==> src/rtl/pipeline_pkg.sv <==
// -----------------------------------------------------------------------------
// pipeline_pkg
//   Shared types and helpers for the pipeline credit FIFO slice.
//   - guard_state_e : post-reset guard state (GUARD while stale results may
//                     still drain out of the unreset upstream pipeline, RUN after)
//   - clog2_depth() : counter/pointer width helper, never narrower than 1 bit
// -----------------------------------------------------------------------------
package pipeline_pkg;

  typedef enum logic {
    GUARD = 1'b0,
    RUN   = 1'b1
  } guard_state_e;

  // Width needed to index n distinct values; clamped to 1 so degenerate
  // parameterisations (n <= 1) still produce a legal vector.
  function automatic int unsigned clog2_depth(input int unsigned n);
    return (n <= 1) ? 1 : $clog2(n);
  endfunction

endpackage

==> src/rtl/pipeline_sync_fifo_mem.sv <==
// -----------------------------------------------------------------------------
// pipeline_sync_fifo_mem
//   DEPTH x DW storage array: one synchronous write port, one asynchronous
//   read port. The array itself has no reset; contents are undefined until
//   written.
//
// Ports
//   clk      in   clock, write on rising edge
//   wr_en    in   write strobe
//   wr_addr  in   write address
//   wr_data  in   write data
//   rd_addr  in   read address
//   rd_data  out  mem[rd_addr], combinational
// -----------------------------------------------------------------------------
module pipeline_sync_fifo_mem
  import pipeline_pkg::*;
#(
  parameter int unsigned DW    = 32,
  parameter int unsigned DEPTH = 4,
  parameter int unsigned AW    = clog2_depth(DEPTH)
) (
  input  logic          clk,
  input  logic          wr_en,
  input  logic [AW-1:0] wr_addr,
  input  logic [DW-1:0] wr_data,
  input  logic [AW-1:0] rd_addr,
  output logic [DW-1:0] rd_data
);

  logic [DW-1:0] mem [DEPTH];

  always_ff @(posedge clk) begin
    if (wr_en) begin
      mem[wr_addr] <= wr_data;
    end
  end

  assign rd_data = mem[rd_addr];

endmodule

==> src/rtl/pipeline_credit_fifo.sv <==
// -----------------------------------------------------------------------------
// pipeline_credit_fifo
//   Return buffer behind a fixed-latency, non-stallable pipeline. Issue into
//   the pipeline is metered by a credit counter (in-flight + stored items) so
//   every returning result is guaranteed a storage slot. Results are presented
//   on a valid/ready output in strict FIFO order.
//
// Parameters
//   DW       data width
//   LATENCY  issue-to-return latency of the upstream pipeline (>= 0)
//   DEPTH    storage entries and total credits (>= 1)
//
// Ports
//   clk          in   clock, rising edge
//   rst_n        in   synchronous active-low reset
//   issue_valid  in   upstream wants to launch an item
//   issue_ready  out  credit available (and post-reset guard finished)
//   in_valid     in   pipeline result valid
//   in_data      in   pipeline result
//   out_valid    out  head entry available
//   o_data       out  head entry data
//   out_ready    in   consumer accepts head entry
//   overflow     out  sticky: write arrived while full with no read
//
// Build option
//   PIPELINE_CREDIT_FIFO_FWFT_EN  when defined, an arriving word is shown on
//   the output in the same cycle if the buffer is empty, and bypasses storage
//   when accepted immediately. Undefined: registered output.
// -----------------------------------------------------------------------------
module pipeline_credit_fifo
  import pipeline_pkg::*;
#(
  parameter int unsigned DW      = 32,
  parameter int unsigned LATENCY = 2,
  parameter int unsigned DEPTH   = 4
) (
  input  logic          clk,
  input  logic          rst_n,
  input  logic          issue_valid,
  output logic          issue_ready,
  input  logic          in_valid,
  input  logic [DW-1:0] in_data,
  output logic          out_valid,
  output logic [DW-1:0] o_data,
  input  logic          out_ready,
  output logic          overflow
);

  localparam int unsigned PTR_W = clog2_depth(DEPTH);
  localparam int unsigned CNT_W = clog2_depth(DEPTH + 1);
  localparam int unsigned GRD_W = clog2_depth(LATENCY + 1);

  localparam logic [PTR_W-1:0] PTR_LAST   = PTR_W'(DEPTH - 1);
  localparam logic [CNT_W-1:0] CNT_FULL   = CNT_W'(DEPTH);
  localparam logic [GRD_W-1:0] GRD_INIT   = GRD_W'(LATENCY);
  localparam guard_state_e     STATE_INIT = (LATENCY == 0) ? RUN : GUARD;

`ifdef PIPELINE_CREDIT_FIFO_FWFT_EN
  localparam int unsigned TPUT_MIN_DEPTH = LATENCY + 1;
`else
  localparam int unsigned TPUT_MIN_DEPTH = LATENCY + 2;
`endif

  // ---------------------------------------------------------------------------
  // Elaboration-time parameter checks
  // ---------------------------------------------------------------------------
  if (DEPTH < 1) begin : g_depth_err
    $error("pipeline_credit_fifo: DEPTH must be at least 1");
  end

  if (DEPTH < TPUT_MIN_DEPTH) begin : g_tput_warn
    $warning("pipeline_credit_fifo: DEPTH=%0d is below %0d, issue will not sustain full throughput",
             DEPTH, TPUT_MIN_DEPTH);
  end

  // Circular-buffer pointer increment; explicit wrap handles non-power-of-2 DEPTH.
  function automatic logic [PTR_W-1:0] ptr_inc(input logic [PTR_W-1:0] p);
    return (p == PTR_LAST) ? '0 : p + PTR_W'(1);
  endfunction

  // ---------------------------------------------------------------------------
  // State
  // ---------------------------------------------------------------------------
  guard_state_e     state_q;
  logic [GRD_W-1:0] guard_q;
  logic [PTR_W-1:0] wr_ptr_q;
  logic [PTR_W-1:0] rd_ptr_q;
  logic [CNT_W-1:0] count_q;
  logic [CNT_W-1:0] used_q;
  logic             out_valid_q;
  logic [DW-1:0]    o_data_q;
  logic             overflow_q;

  // ---------------------------------------------------------------------------
  // Combinational control
  // ---------------------------------------------------------------------------
  logic             guard_done;
  logic             in_acc;
  logic             issue_fire;
  logic             out_fire;
  logic             bypass;
  logic             rd_en;
  logic             wr_en;
  logic             full;
  logic             ovf_evt;
  logic             head_new;
  logic [PTR_W-1:0] rd_ptr_d;
  logic [CNT_W-1:0] count_d;
  logic [CNT_W-1:0] used_d;
  logic [DW-1:0]    mem_rd_data;
  logic [DW-1:0]    head_data;

  assign guard_done = (state_q == RUN);

  // rst_n is folded in so that with LATENCY=0 (no guard) nothing is accepted
  // or offered while reset is held.
  assign in_acc      = in_valid & guard_done & rst_n;
  assign issue_ready = (used_q < CNT_FULL) & guard_done & rst_n;
  assign issue_fire  = issue_valid & issue_ready;

`ifdef PIPELINE_CREDIT_FIFO_FWFT_EN
  logic show_in;

  // Empty buffer: present the arriving word directly. If it is taken this
  // cycle it never touches storage.
  assign show_in   = (count_q == '0) & in_acc;
  assign out_valid = out_valid_q | show_in;
  assign o_data    = show_in ? in_data : o_data_q;
  assign bypass    = show_in & out_ready;
`else
  assign out_valid = out_valid_q;
  assign o_data    = o_data_q;
  assign bypass    = 1'b0;
`endif

  assign out_fire = out_valid & out_ready;
  assign rd_en    = out_fire & ~bypass;
  assign full     = (count_q == CNT_FULL);

  // A write while full only lands if the head leaves in the same cycle.
  assign wr_en    = in_acc & ~bypass & (~full | rd_en);
  assign ovf_evt  = in_acc & full & ~rd_en;

  assign rd_ptr_d = rd_en ? ptr_inc(rd_ptr_q) : rd_ptr_q;
  assign count_d  = count_q + CNT_W'(wr_en) - CNT_W'(rd_en);
  assign used_d   = used_q + CNT_W'(issue_fire) - CNT_W'(out_fire);

  // The next head is the word being written now exactly when nothing else
  // remains stored after this cycle's read. This also covers DEPTH=1 where a
  // full write+read lands on the same slot the head is read from.
  assign head_new  = wr_en & (count_q == CNT_W'(rd_en));
  assign head_data = head_new ? in_data : mem_rd_data;

  // ---------------------------------------------------------------------------
  // Storage
  // ---------------------------------------------------------------------------
  pipeline_sync_fifo_mem #(
    .DW    (DW),
    .DEPTH (DEPTH),
    .AW    (PTR_W)
  ) u_mem (
    .clk     (clk),
    .wr_en   (wr_en),
    .wr_addr (wr_ptr_q),
    .wr_data (in_data),
    .rd_addr (rd_ptr_d),
    .rd_data (mem_rd_data)
  );

  // ---------------------------------------------------------------------------
  // Post-reset guard: count LATENCY cycles so results launched before reset
  // by the unreset pipeline are discarded.
  // ---------------------------------------------------------------------------
  always_ff @(posedge clk) begin
    if (!rst_n) begin
      state_q <= STATE_INIT;
      guard_q <= GRD_INIT;
    end else if (state_q == GUARD) begin
      guard_q <= guard_q - GRD_W'(1);
      if (guard_q == GRD_W'(1)) begin
        state_q <= RUN;
      end
    end
  end

  // ---------------------------------------------------------------------------
  // Pointers, occupancy, credits and registered output
  // ---------------------------------------------------------------------------
  always_ff @(posedge clk) begin
    if (!rst_n) begin
      wr_ptr_q    <= '0;
      rd_ptr_q    <= '0;
      count_q     <= '0;
      used_q      <= '0;
      out_valid_q <= 1'b0;
      o_data_q    <= '0;
      overflow_q  <= 1'b0;
    end else begin
      if (wr_en) begin
        wr_ptr_q <= ptr_inc(wr_ptr_q);
      end
      rd_ptr_q    <= rd_ptr_d;
      count_q     <= count_d;
      used_q      <= used_d;
      // Output register mirrors the head of the post-update buffer, so it
      // holds steady under backpressure and o_data keeps its last value
      // when the buffer drains.
      out_valid_q <= (count_d != '0);
      if (count_d != '0) begin
        o_data_q <= head_data;
      end
      if (ovf_evt) begin
        overflow_q <= 1'b1;
      end
    end
  end

  assign overflow = overflow_q;

endmodule
==> config.mk <==
export PLATFORM = sky130hd
export DESIGN_NAME = pipeline_credit_fifo
export DESIGN_NICKNAME = d
export VERILOG_FILES = /design/src/rtl/pipeline_pkg.sv /design/src/rtl/pipeline_sync_fifo_mem.sv /design/src/rtl/pipeline_credit_fifo.sv
export SDC_FILE = /design/constraint.sdc
export NUM_CORES = 1
export LEC_CHECK = 0
export CAP_MARGIN = 25
export CORE_MARGIN = 2
export CORE_UTILIZATION = 56
export DETAILED_ROUTE_END_ITERATION = 10
export PLACE_DENSITY = 0.77
export SKIP_CTS_REPAIR_TIMING = 1
export SLEW_MARGIN = 20
export SYNTH_ARGS = -nofsm -noshare
export SYNTH_HDL_FRONTEND = slang
export SYNTH_SLANG_ARGS = --single-unit
==> constraint.sdc <==
create_clock -name clk -period 4.8 [get_ports clk]
set_input_delay 0.48 -clock clk [delete_from_list [all_inputs] [get_ports clk]]
set_output_delay 0.48 -clock clk [all_outputs]
set_load 0.02 [all_outputs]
=== After elaboration in Yosys (flattened, before gate mapping) ===
Memory sizes are Yosys's and may differ from the RTL's.
Cells that the tools add are included.

* Output and inout bits: 35
* Register bits: 47
* Input bits: 37
* Memories kept: 1
* RAM bits: 128

* $lt $le $gt $ge: 1
* Mux-type cells: 8
* Bitwise gates (word level): 13
* Eq/ne operators: 5
* $add $sub $neg: 7
* Reduce and logical (&&, ||, !) cells: 1

{| class="wikitable"
|+ Memory list
! name !! words !! bits a word !! read ports !! clocked after Yosys merged registers in !! write ports !! RTL line !! source
|-
| u_mem.mem || 4 || 32 || 1 || 0 || 1 || pipeline_sync_fifo_mem.sv:30 || <nowiki>logic [DW-1:0] mem [DEPTH];</nowiki>
|}

{| class="wikitable"
|+ Operators with widths
! kind !! count
|-
| $mux W32 || 1
|-
| $and A1 B1 Y1 || 10
|-
| $add A3 B1 Y3 || 2
|-
| $mux W2 || 3
|-
| $sub A3 B1 Y3 || 2
|-
| $add A2 B1 Y2 const B || 2
|-
| $eq A2 B2 Y1 const B || 2
|-
| $mux W1 || 4
|-
| $eq A3 B1 Y1 || 1
|-
| $eq A3 B3 Y1 const B || 1
|-
| $lt A3 B3 Y1 const B || 1
|-
| $reduce_bool A3 Y1 || 1
|-
| $eq A2 B1 Y1 const B || 1
|-
| $not A1 Y1 || 2
|-
| $sub A2 B1 Y2 const B || 1
|-
| $or A1 B1 Y1 || 1
|}

=== Logic depth before layout (Yosys ltp) ===
* Depth after elaboration: 7
* Gate-level depth with buffers: 15
* Gate-level depth less buffers: 12

=== Hierarchy ===
A second synthesis with hierarchy kept.

* Cells, all modules: 385
* Area, all modules: 6845.3 um^2

{| class="wikitable"
|+ By module, submodules not included
! module !! seq. area each (um^2) !! instances !! area an instance (um^2) !! cells an instance
|-
| pipeline_sync_fifo_mem || 3843.7 || 1 || 4689.5 || 171
|-
| pipeline_credit_fifo || 940.9 || 1 || 2155.8 || 214
|}

=== Worst setup path before layout ===
OpenSTA, ideal clock, no wires.

* Path type: flip-flop to flip-flop
* Start point: reg state_q (netlist: guard_done)
* End point: reg o_data_q[0] (netlist: o_data[0])
* Library setup time: 122 ps
* Cell stages (with the launch flop): 16
* Required time: 4678 ps
* Path slack: 1392 ps
* Period minus slack after synthesis: 3408 ps
* Arrival time: 3286 ps
* Path buffers: 3
* Cell sequence: dfxtp_1 > clkbuf_1 > nand3_1 > a31oi_1 > inv_1 > ha_1 > inv_1 > ha_1 > inv_1 > fa_1 > xor3_1 > or3b_1 > buf_2 > nor3b_4 > buf_6 > a221o_1

* Word-level cells in the longest chain between the ends: 6

{| class="wikitable"
|+ RTL lines
! item !! RTL line !! source
|-
| from (decl) || pipeline_credit_fifo.sv:84 || <nowiki>guard_state_e state_q;</nowiki>
|-
| from (signal assigned) || pipeline_credit_fifo.sv:176 || <nowiki>state_q <= STATE_INIT;</nowiki>
|-
| from (signal assigned) || pipeline_credit_fifo.sv:181 || <nowiki>state_q <= RUN;</nowiki>
|-
| $and A1 B1 Y1 (*) (2 in a row) || pipeline_credit_fifo.sv:117 || <nowiki>assign in_acc = in_valid & guard_done & rst_n;</nowiki>
|-
| $and A1 B1 Y1 (*) || pipeline_credit_fifo.sv:141 || <nowiki>assign wr_en = in_acc & ~bypass & (~full | rd_en);</nowiki>
|-
| $add A3 B1 Y3 || pipeline_credit_fifo.sv:145 || <nowiki>assign count_d = count_q + CNT_W'(wr_en) - CNT_W'(rd_en);</nowiki>
|-
| $sub A3 B1 Y3 || pipeline_credit_fifo.sv:145 ||
|-
| $reduce_bool A3 Y1 || pipeline_credit_fifo.sv:209 || <nowiki>if (count_d != '0) begin</nowiki>
|-
| to (signal assigned) || pipeline_credit_fifo.sv:210 || <nowiki>o_data_q <= head_data;</nowiki>
|-
| to (decl) || pipeline_credit_fifo.sv:91 || <nowiki>logic [DW-1:0] o_data_q;</nowiki>
|}

Mark *: on every way between the ends. The rest lies on a longest branch, timed or not.
A chain may end at the register's enable or synchronous reset.

=== Final worst setup path ===
* Start point: in rst_n
* End point: reg o_data_q[11] (netlist: o_data[11])

* Word-level cells in the longest chain between the ends: 5

{| class="wikitable"
|+ RTL lines
! item !! RTL line !! source
|-
| from (decl) || pipeline_credit_fifo.sv:38 || <nowiki>input logic rst_n,</nowiki>
|-
| $and A1 B1 Y1 || pipeline_credit_fifo.sv:117 ||
|-
| $and A1 B1 Y1 || pipeline_credit_fifo.sv:141 ||
|-
| $add A3 B1 Y3 || pipeline_credit_fifo.sv:145 ||
|-
| $sub A3 B1 Y3 || pipeline_credit_fifo.sv:145 ||
|-
| $reduce_bool A3 Y1 || pipeline_credit_fifo.sv:209 ||
|}

Parallel ways exist; a longest one is shown, timed or not.

==> reports/results.env <==
STATUS='finished, violations left'
FAILING_CHECKS='design-rule violations'
CP_TOP_FAMILY='buffers and inverters'
GRT_OVERFLOW=0
CTS.SINK_COUNT=175
FINALCRITPERIODSHARE_PCT=80.3
NUM_ROWS=39
PIN_COUNT=72
RSZ_0062_RAISED_AFTER_GLOBAL_ROUTING='false'
FIRST_PASS_ITERS=7
SYNTH_AREA_PER_CELL_SQ_UM=18.5
VIA_COUNT=3545
PERIOD_MINUS_SLACK_NS=3.85
TIMING.FINAL.SETUP_VIOLATIONS=0
WORST_PATH_MOST_REPEATED_CELL='inv_1'
HOLD_VIOLATIONS_FINAL=0
CRIT_FANOUT=34
DESIGN.DIE.AREA_SQ_MM=0.0128
MIN_PATH_TYPE='reg2reg'
GRT_PASS1_WL_MM=19.4
IO_BUFFER_COUNT=71
CTS-BUFFERS-INSERTED=17
INITIAL_CORE_UTILIZATION_PCT=58.0
WORSTSETUPPATHTYPE='in2reg'
DRT_FIRST_ITER_VIOLATIONS=288
STATIC-LEAKAGE-POWER_nW=2.89
FINAL_NET_COUNT=484
CLKSLEWWORSTSETUPHOLDPATHS_NS=0.06
DETAIL_ROUTE.DRC_VIOLATIONS=6
FINAL.HOLD.WORST_SLACK_NS=0.485
COUNT_OF_MAXIMUM_CAPACITANCE_VIOLATIONS=0
SYNTH.FF_LATCH_COUNT=175
CTSLONGESTPATHBUFFERS=2
SYN-NUM-NETS=409
TRITONCTS='done'
TIMING.CRITICAL_PATH.ARRIVAL_NS=4.21
DIE_EXTENT_IN_X_UM=113
CRITICAL-PATH-SLOWEST-CELL='clkdlybuf4s50_1'
SETUP_TOTAL_NEGATIVE_SLACK_NS=0
AREAGROWTHSYNTHTOFINISH_PCT=21.0
DRT.ANTENNA.VIOLATING_NETS=0
WORSTPATHBUFFERINVERTERCOUNT=7
ROUTE.DETAILED.WL_PER_INST_UM=20.9
SYNTH_CELL_TYPE_COUNT=25
PRE_CTS_WS_NS=0.587
DIE_SPAN_IN_Y_UM=113
CRIT_PATH_CELLS='clkdlybuf4s50_1, nand3_1, a31oi_1, buf_4, inv_1, ha_1, inv_1, ha_1, inv_1, fa_1, xor3_1, or3b_1, buf_4, nor2_4, buf_12, a221o_1'
ROUTE.FINAL.WIRE_LENGTH_MM=12.3
DP_HPWL_MM=7.08
SYN_AREA_SQ_MM=0.00668
COUNT_OF_MAPPED_CELLS_OUT_OF_SYNTHESIS=360
CRIT_REQUIRED_NS=5.16
ROUTED_VIA_DENSITY=6.01
DIODES=0
DRIVE_GT1_SHARE_PCT=16.1
CLKLATENCYLATEPIN_NS=0.42
FINCLKSKEW_NS=0.00675
P_PER_AREA_mW_PER_MM2=536
POST-ROUTE-WORST-SETUP-SLACK_NS=0.947
IR_WORST_VDD_V=0.000352
TIGHTEST_PIN_TRANSITION_NS=0.963
GRT_MAX_DEGREE=35
WORST_SETUP_PATH_END_KIND='flop'
GROUTE.USAGE.OVERALL_PCT=20.6
TIMING.MAX_SLEW.REL_SLACK_PCT=35.8
MAX_FREQ_GHz=0.260
FINALMAXSLEWVIOLATIONS=0
COREAREA_SQ_MM=0.0115
YS_WARN_COUNT=0
GP_ROUTABILITY_CONGESTION=0.792
GRT_ANTENNA_BEFORE_REPAIR=0
CRITPATHLAUNCHTYPE='input port'
CPPEAKSTAGEDELAY_NS=0.62
CLOCK-ROOT-BUFFER='clkbuf_16'
CTSHTREEMAXLEVEL=4
GRT_PASS1_VIAS=3691
YS_SEQ_AREA_SHARE_PCT=71.7
-- synthesized netlist by cell type --
master,n,area (sq um)
nor2_1,15,56.3
xor3_1,1,23.8
a31oi_1,2,12.5
nand2_1,4,15.0
mux2i_1,4,40.0
a21o_1,1,7.51
inv_1,10,37.5
xnor2_1,1,8.76
dfxtp_1,47,941
nor3b_4,1,18.8
nand3_1,2,10.0
clkbuf_1,11,41.3
buf_6,6,67.6
xor2_1,2,17.5
or3b_1,1,8.76
a2111oi_4,1,27.5
buf_2,4,20.0
mux4_2,32,721
a221o_1,32,320
fa_1,2,40.0
edfxtp_1,128,3840
and2_1,9,56.3
and3_1,33,206
ha_1,10,125
mux2_2,1,11.3
-- state kept, by name (all words and copies together) (netlist names) --
register and count:
u_mem.mem 128, o_data 32, count_q 3, used_q 3, guard_q 2, rd_ptr_q 2
wr_ptr_q 2, guard_done 1, out_valid 1, overflow 1
-- area by class of cell --
class	instances	area (sq um)
clock buffers	22	454
clock inverters	9	92.6
fillers	768	3440
inverters	10	37.5
multi-input cells	154	1750
flip-flops and latches	175	4780
well taps	143	179
repair buffers	77	781
-- path summary, 6_finish.rpt --
check | from | to | slack, ns | cells past startpoint
setup reg to reg | guard_done | o_data[11] | 1.16 | 15
hold / removal | o_data[16] | o_data[16] | 0.49 | 1
setup / recovery | rst_n | o_data[11] | 0.95 | 16
hold reg to reg | o_data[16] | o_data[16] | 0.49 | 1
-- per-layer routing --
metal	vias up	wire length (um)	track usage, %
li1	1600	-	-
met1	1804	5260	27.7
met2	127	6040	32.6
met3	14	828	6.16
met4	0	168	7.24
met5	-	0	0
-- power by group --
group	switching, mW	total [mW]	leakage [nW]	internal (mW)
sequential	0.0970	1.86	1.54	1.76
clock	0.507	1.28	0.272	0.768
combinational	0.612	1.20	1.08	0.586
total	1.22	4.33	2.89	3.11
-- through the flow --
step           cell area [sq um]  power [mW]  utilization, %  instances
2_1_floorplan               6680        2.67               -        360
3_3_place_gp                7530        3.07            65.4        559
3_5_place_dp                7530        3.10            65.4        559
4_1_cts                     8080        4.37            70.2        590
5_1_grt                     8080        4.53            70.2        590
6_report                    8080        4.33            70.2        590
-- cell usage in the layout, fill, tap and decap left out, drive strengths merged, types with 2 or more instances in the layout --
cell / instances
bufinv: 2
edfxtp: 128
buf: 6
clkinv: 7
mux2i: 4
dfxtp: 47
nor2: 15
clkbuf: 22
and2: 9
inv: 10
xor2: 2
clkdlybuf4s50: 71
fa: 2
nand2: 4
and3: 33
ha: 10
a31oi: 2
nand3: 2
mux4: 32
a221o: 32
-- cells by family (layout without fill, tap and decap cells) --
| kind of cell | Yosys count | in the layout | synth area share [%] |
|---|---|---|---|
| adder cells (fa/ha/maj) | 12 | 12 | 2.47 |
| flip-flops | 175 | 175 | 71.7 |
| buffers and inverters | 31 | 118 | 2.49 |
| XOR/XNOR | 4 | 4 | 0.750 |
| AND/OR/NAND/NOR | 65 | 65 | 5.56 |
| AO/OA/AOI/OAI | 36 | 36 | 5.51 |
| multiplexers | 37 | 37 | 11.6 |
(Power assumes the default switching activity.)
